$ cat src/rtl/dmi_pkg.sv
// rtl/dmi_pkg.sv - shared DMI widths, arbiter FSM encoding and request slot type
package dmi_pkg;

    localparam int DMI_ADDR_W = 7;
    localparam int DMI_DATA_W = 32;

    typedef enum logic [1:0] {
        ST_IDLE  = 2'd0,
        ST_ISSUE = 2'd1,
        ST_WAIT  = 2'd2,
        ST_RESP  = 2'd3
    } dmi_state_e;

    typedef struct packed {
        logic                  wr;
        logic [DMI_ADDR_W-1:0] addr;
        logic [DMI_DATA_W-1:0] wdata;
    } dmi_slot_t;

endpackage

$ cat src/rtl/dmi_arbiter_rr_arbiter.sv
// rtl/dmi_arbiter_rr_arbiter.sv - combinational round-robin pick over a request vector
module rr_arbiter #(
    parameter int NREQ  = 2,
    parameter int IDX_W = $clog2(NREQ)
) (
    input  logic [NREQ-1:0]  req,
    input  logic [IDX_W-1:0] start,
    output logic [NREQ-1:0]  gnt,
    output logic [IDX_W-1:0] gnt_idx,
    output logic             gnt_any
);

    logic [IDX_W-1:0] idx;

    // Walk the requesters starting at 'start' and take the first one pending.
    always_comb begin
        gnt_any = 1'b0;
        gnt_idx = '0;
        idx     = '0;
        for (int k = 0; k < NREQ; k++) begin
            idx = IDX_W'((int'(start) + k) % NREQ);
            if (!gnt_any && req[idx]) begin
                gnt_any = 1'b1;
                gnt_idx = idx;
            end
        end
        gnt = gnt_any ? (NREQ'(1) << gnt_idx) : '0;
    end

endmodule

$ cat src/rtl/dmi_arbiter.sv
// rtl/dmi_arbiter.sv - shares one DMI target port between NREQ debug transports
module dmi_arbiter
    import dmi_pkg::*;
#(
    parameter int NREQ       = 2,
    parameter int RD_LATENCY = 1
) (
    input  logic                       clk,
    input  logic                       resetn,
    input  logic [NREQ-1:0]            req_valid,
    input  logic [NREQ-1:0]            req_wr,
    input  logic [NREQ*DMI_ADDR_W-1:0] req_addr,
    input  logic [NREQ*DMI_DATA_W-1:0] req_wdata,
    output logic [NREQ-1:0]            rsp_valid,
    output logic [DMI_DATA_W-1:0]      rsp_rdata,
    output logic [NREQ-1:0]            req_busy,
    output logic [NREQ-1:0]            ovf,
    input  logic [NREQ-1:0]            ovf_clr,
    output logic                       dmi_valid,
    output logic                       dmi_wr,
    output logic [DMI_ADDR_W-1:0]      dmi_addr,
    output logic [DMI_DATA_W-1:0]      dmi_wdata,
    input  logic [DMI_DATA_W-1:0]      dmi_rdata
);

    localparam int IDX_W = $clog2(NREQ);
    localparam int CNT_W = 3;

    dmi_state_e       state, state_nxt;
    dmi_slot_t        slot [NREQ];
    logic [NREQ-1:0]  pending;
    logic [IDX_W-1:0] rr_ptr;
    logic [IDX_W-1:0] g_idx;
    logic [CNT_W-1:0] cnt;

    logic [NREQ-1:0]  arb_gnt;
    logic [IDX_W-1:0] arb_idx;
    logic             arb_any;
    logic             grant_now;
    logic [NREQ-1:0]  grant_vec;
    logic [NREQ-1:0]  g_onehot;

    rr_arbiter #(
        .NREQ  (NREQ),
        .IDX_W (IDX_W)
    ) u_rr (
        .req     (pending),
        .start   (rr_ptr),
        .gnt     (arb_gnt),
        .gnt_idx (arb_idx),
        .gnt_any (arb_any)
    );

    assign grant_now = (state == ST_IDLE) && arb_any;
    assign grant_vec = grant_now ? arb_gnt : '0;
    assign g_onehot  = NREQ'(1) << g_idx;

    assign dmi_valid = (state == ST_ISSUE);
    assign rsp_valid = (state == ST_RESP) ? g_onehot : '0;
    assign req_busy  = pending | ((state != ST_IDLE) ? g_onehot : '0);

    // Per-requester slot capture; a slot freed by this cycle's grant may refill at once.
    always_ff @(posedge clk or negedge resetn) begin
        if (!resetn) begin
            pending <= '0;
            ovf     <= '0;
            for (int i = 0; i < NREQ; i++) begin
                slot[i] <= '0;
            end
        end else begin
            for (int i = 0; i < NREQ; i++) begin
                if (req_valid[i] && (!pending[i] || grant_vec[i])) begin
                    slot[i]    <= {req_wr[i], req_addr[DMI_ADDR_W*i +: DMI_ADDR_W],
                                   req_wdata[DMI_DATA_W*i +: DMI_DATA_W]};
                    pending[i] <= 1'b1;
                end else if (grant_vec[i]) begin
                    pending[i] <= 1'b0;
                end
                if (req_valid[i] && pending[i] && !grant_vec[i]) begin
                    ovf[i] <= 1'b1;
                end else if (ovf_clr[i]) begin
                    ovf[i] <= 1'b0;
                end
            end
        end
    end

    // FSM state register.
    always_ff @(posedge clk or negedge resetn) begin
        if (!resetn) begin
            state <= ST_IDLE;
        end else begin
            state <= state_nxt;
        end
    end

    // Next state: ISSUE always falls into WAIT, which lasts RD_LATENCY cycles.
    always_comb begin
        state_nxt = state;
        case (state)
            ST_IDLE:  if (arb_any) state_nxt = ST_ISSUE;
            ST_ISSUE: state_nxt = ST_WAIT;
            ST_WAIT:  if (cnt == CNT_W'(1)) state_nxt = ST_RESP;
            ST_RESP:  state_nxt = ST_IDLE;
            default:  state_nxt = ST_IDLE;
        endcase
    end

    // Issue datapath, round-robin pointer, latency counter and read-data sampling.
    always_ff @(posedge clk or negedge resetn) begin
        if (!resetn) begin
            dmi_wr    <= 1'b0;
            dmi_addr  <= '0;
            dmi_wdata <= '0;
            rsp_rdata <= '0;
            g_idx     <= '0;
            rr_ptr    <= '0;
            cnt       <= '0;
        end else begin
            case (state)
                ST_IDLE: begin
                    if (arb_any) begin
                        dmi_wr    <= slot[arb_idx].wr;
                        dmi_addr  <= slot[arb_idx].addr;
                        dmi_wdata <= slot[arb_idx].wdata;
                        g_idx     <= arb_idx;
                        rr_ptr    <= (int'(arb_idx) == NREQ - 1) ? '0 : arb_idx + 1'b1;
                        cnt       <= CNT_W'(RD_LATENCY);
                    end
                end
                ST_WAIT: begin
                    if (cnt == CNT_W'(1)) begin
                        rsp_rdata <= dmi_rdata;
                    end
                    cnt <= cnt - 1'b1;
                end
                default: begin
                end
            endcase
        end
    end

endmodule

$ cat config.mk
export PLATFORM = sky130hd
export DESIGN_NAME = dmi_arbiter
export DESIGN_NICKNAME = d
export VERILOG_FILES = /design/src/rtl/dmi_pkg.sv /design/src/rtl/dmi_arbiter_rr_arbiter.sv /design/src/rtl/dmi_arbiter.sv
export SDC_FILE = /design/constraint.sdc
export NUM_CORES = 1
export LEC_CHECK = 0
export CORE_MARGIN = 2
export CORE_UTILIZATION = 50
export DETAILED_ROUTE_END_ITERATION = 7
export PLACE_DENSITY = 0.95
export SYNTH_ARGS = -nofsm -noshare
export SYNTH_HDL_FRONTEND = slang
export SYNTH_SLANG_ARGS = --single-unit
$ cat constraint.sdc
create_clock -name clk -period 5.5 [get_ports clk]
set_input_delay 0.55 -clock clk [delete_from_list [all_inputs] [get_ports clk]]
set_output_delay 0.55 -clock clk [all_outputs]
set_load 0.01 [all_outputs]
==> reports/metrics.cfg <==
[timing]
setup_viol = 0
finalCritPeriodShare = 0.584
worst_slew_pin_slew_ns = 1.30
fmax_mhz = 312
hold_violations = 0
rsz0062_at_grt = false
finalSetupTns_ns = 0
final_max_slew_viol_count = 0
min_period_ns = 3.21
skew_ns = 0.00684
worst_slew_margin_rel = 0.136

[pwr]
power_switching_uw = 1710
pwr-share-clk = 0.207
p_int_uw = 3860
total_power_uw = 5570
seq_power_share = 0.395
power_leakage_uw = 0.00403
power_density_nw_per_um2 = 610
peakVddDrop_uv = 311
swShare = 0.307
comb_power_share = 0.399

[clocking]
cts-root-buf = clkbuf_16
clk-insertion-delay-late_ns = 0.42
cts_tree = done
cts_max_path_buffers = 2
htreeDepth = 4
cts_inserted_buffers = 17
cts_setup_buffers = 0
cts.repair.resized = 0
cts_hold_buffers = 0
clkTransAtPathRegs_ns = 0.06
clock_sinks = 163

[route]
drt_iter0_drc = 227
drt_wl_total_mm = 15.9
first_pass_iters = 4
top_layer = met4
drc = 0
vias = 4424
via_per_inst = 5.50
routed-wl-met3_um = 936
wl_per_cell_um = 19.8
dr_wl_met2_mm = 8.19
ant_nets = 0
wl_met1_mm = 6.38

[yosys]
synth.distinct_cells = 31
synth_ff_type = dfrtp_1
synth_largest_area_cell = dfrtp_1
synth-seq-cells = 163
synth_commonest_cells = dfrtp_1, mux2_2, and3_1
synth_top_area_share = 0.630
synth_most_common_cell = dfrtp_1
synth_edf_count = 0
synth_fp_nets = 560
synth-seq-area-share = 0.630
synthTopCellsByArea = dfrtp_1, mux2_2, a221o_1
postSynth.asyncResetShare = 1.00
syn_inst = 436
avgSynthCellArea_um2 = 14.8
yosys_warnings = 0
syn-cell-area_um2 = 6470

[worst_setup_path]
worstSetupStartpointType = flip-flop
reg2reg_slack_ns = 2.38
reg2regPathDepth = 3
cp.required_ns = 4.95
path_class = flip-flop to primary output
cp_cell_sequence = inv_1 > o21ai_0 > clkdlybuf4s50_1
crit_path_top_delay_cell = dfrtp_1
reg2reg_to = slot[40]
max_stage_delay_ns = 1.20
crit_arrival_ns = 2.66
endpoint_kind = primary output
worstPathMaxFanout = 45
crit_start = pending[0]
worstReg2RegStart = pending[0]

[die]
start_util = 0.513
fp-row-count = 41
top_level_ports = 197
fp.dieArea_um2 = 13900
fp.dieH_um = 118
die-width_um = 118
design.core.area_um2 = 12600

[layout]
area_growth_pct = 41.1
antenna_cells = 0
fillers = 816
seqCellArea_um2 = 4080
drive_above_1_share = 0.229
nNetsFinal = 747
multi_input_area_um2 = 2260
fin_util = 0.724

[job]
drv_cap = 0

[global_routing]
first_global_vias = 4927
grt_max_degree = 101
gr-total-overflow = 0
gr-usage-all-layers = 0.243
antenna_found_initial = 0
grt_pass1_wl_mm = 26.2

[placement]
dpl.hpwl_mm = 10.8
gp_congestion = 0.761
numPortBuffers = 196

[status]
status = complete, no violations

[hold_path]
hold_class = input pin to asynchronous set/reset pin

[per-stage QoR]
| step | worst slack, ns | hold WS, ns | instances | area (um^2) |
|---|---|---|---|---|
| after global placement | 2.60 | 0.476 | 776 | 8570 |
| after CTS | 2.31 | 0.253 | 804 | 9130 |
| after floorplan | 3.73 | 0.254 | 436 | 6470 |
| after detailed placement | 2.44 | 0.487 | 776 | 8570 |
| final | 2.29 | 0.208 | 804 | 9130 |
| after global routing | 2.10 | 0.295 | 804 | 9130 |
[per-layer routing]
layer,up-vias,GRT usage
li1,1978,-
met1,2250,0.293
met2,165,0.410
met3,31,0.0659
met4,0,0.105
met5,-,0
[power groups by stage]
stage | registers [uW] | clock network, uW | logic [uW]
finish | 2200 | 1150 | 2220
floorplan | 2200 | 0 | 1220
detailed placement | 2200 | 0 | 2230
CTS | 2190 | 1170 | 2250
global route | 2270 | 1220 | 2390
global placement | 2150 | 0 | 2110
[critical path: cells and delay by family, from the launching register on]
kind                   cells  cell delay (ns)
flip-flops                 1             1.20
AO/OA/AOI/OAI              1             0.16
buffers and inverters      2             0.87
[worst max path at each step]
stage                  endpoint  slack (ns)
finish              req_busy[0]        2.29
global route        req_busy[0]        2.10
CTS                 req_busy[0]        2.31
detailed placement     slot[68]        2.44
global placement       slot[52]        2.60
floorplan              slot[40]        3.73
[area by class of cell]
type                            count  share of cell area
Sequential cell                   163               0.447
Multi-Input combinational cell    233               0.247
Timing Repair Buffer              199               0.217
Clock buffer                       22              0.0497
Tap cell                          172              0.0236
Clock inverter                      6              0.0118
Inverter                            9             0.00370
[layout by cell type (no fill, tap or decap), types with 2 or more instances in the layout]
master / instances
nor2_1: 2
ha_1: 6
bufinv_16: 3
dfrtp_1: 163
nand2_1: 2
clkbuf_1: 4
a221o_1: 40
mux2_2: 110
buf_4: 3
inv_1: 8
a22o_1: 2
o21ai_0: 5
clkdlybuf4s50_1: 195
clkbuf_16: 17
nand2b_1: 4
clkinv_2: 2
nand3b_1: 2
mux2_1: 3
a21o_1: 2
o21ai_4: 2
and3_1: 40
[registers in the layout, summed over array words and instances, names as in the netlist]
name	count
state	2
dmi_wr	1
rr_ptr	1
cnt	3
slot	80
dmi_addr	7
pending	2
g_idx	1
dmi_wdata	32
ovf	2
rsp_rdata	32
[cells by family (layout without fill, tap and decap cells)]
group / Yosys count / in the layout / synth area share
simple gates: 56 / 56 / 0.0530
mux: 113 / 113 / 0.197
buf+inv: 40 / 236 / 0.0267
flops: 163 / 163 / 0.630
compound gates: 58 / 58 / 0.0821
fa+ha+maj: 6 / 6 / 0.0116
No activity file was read; power rests on OpenSTA's default activity.
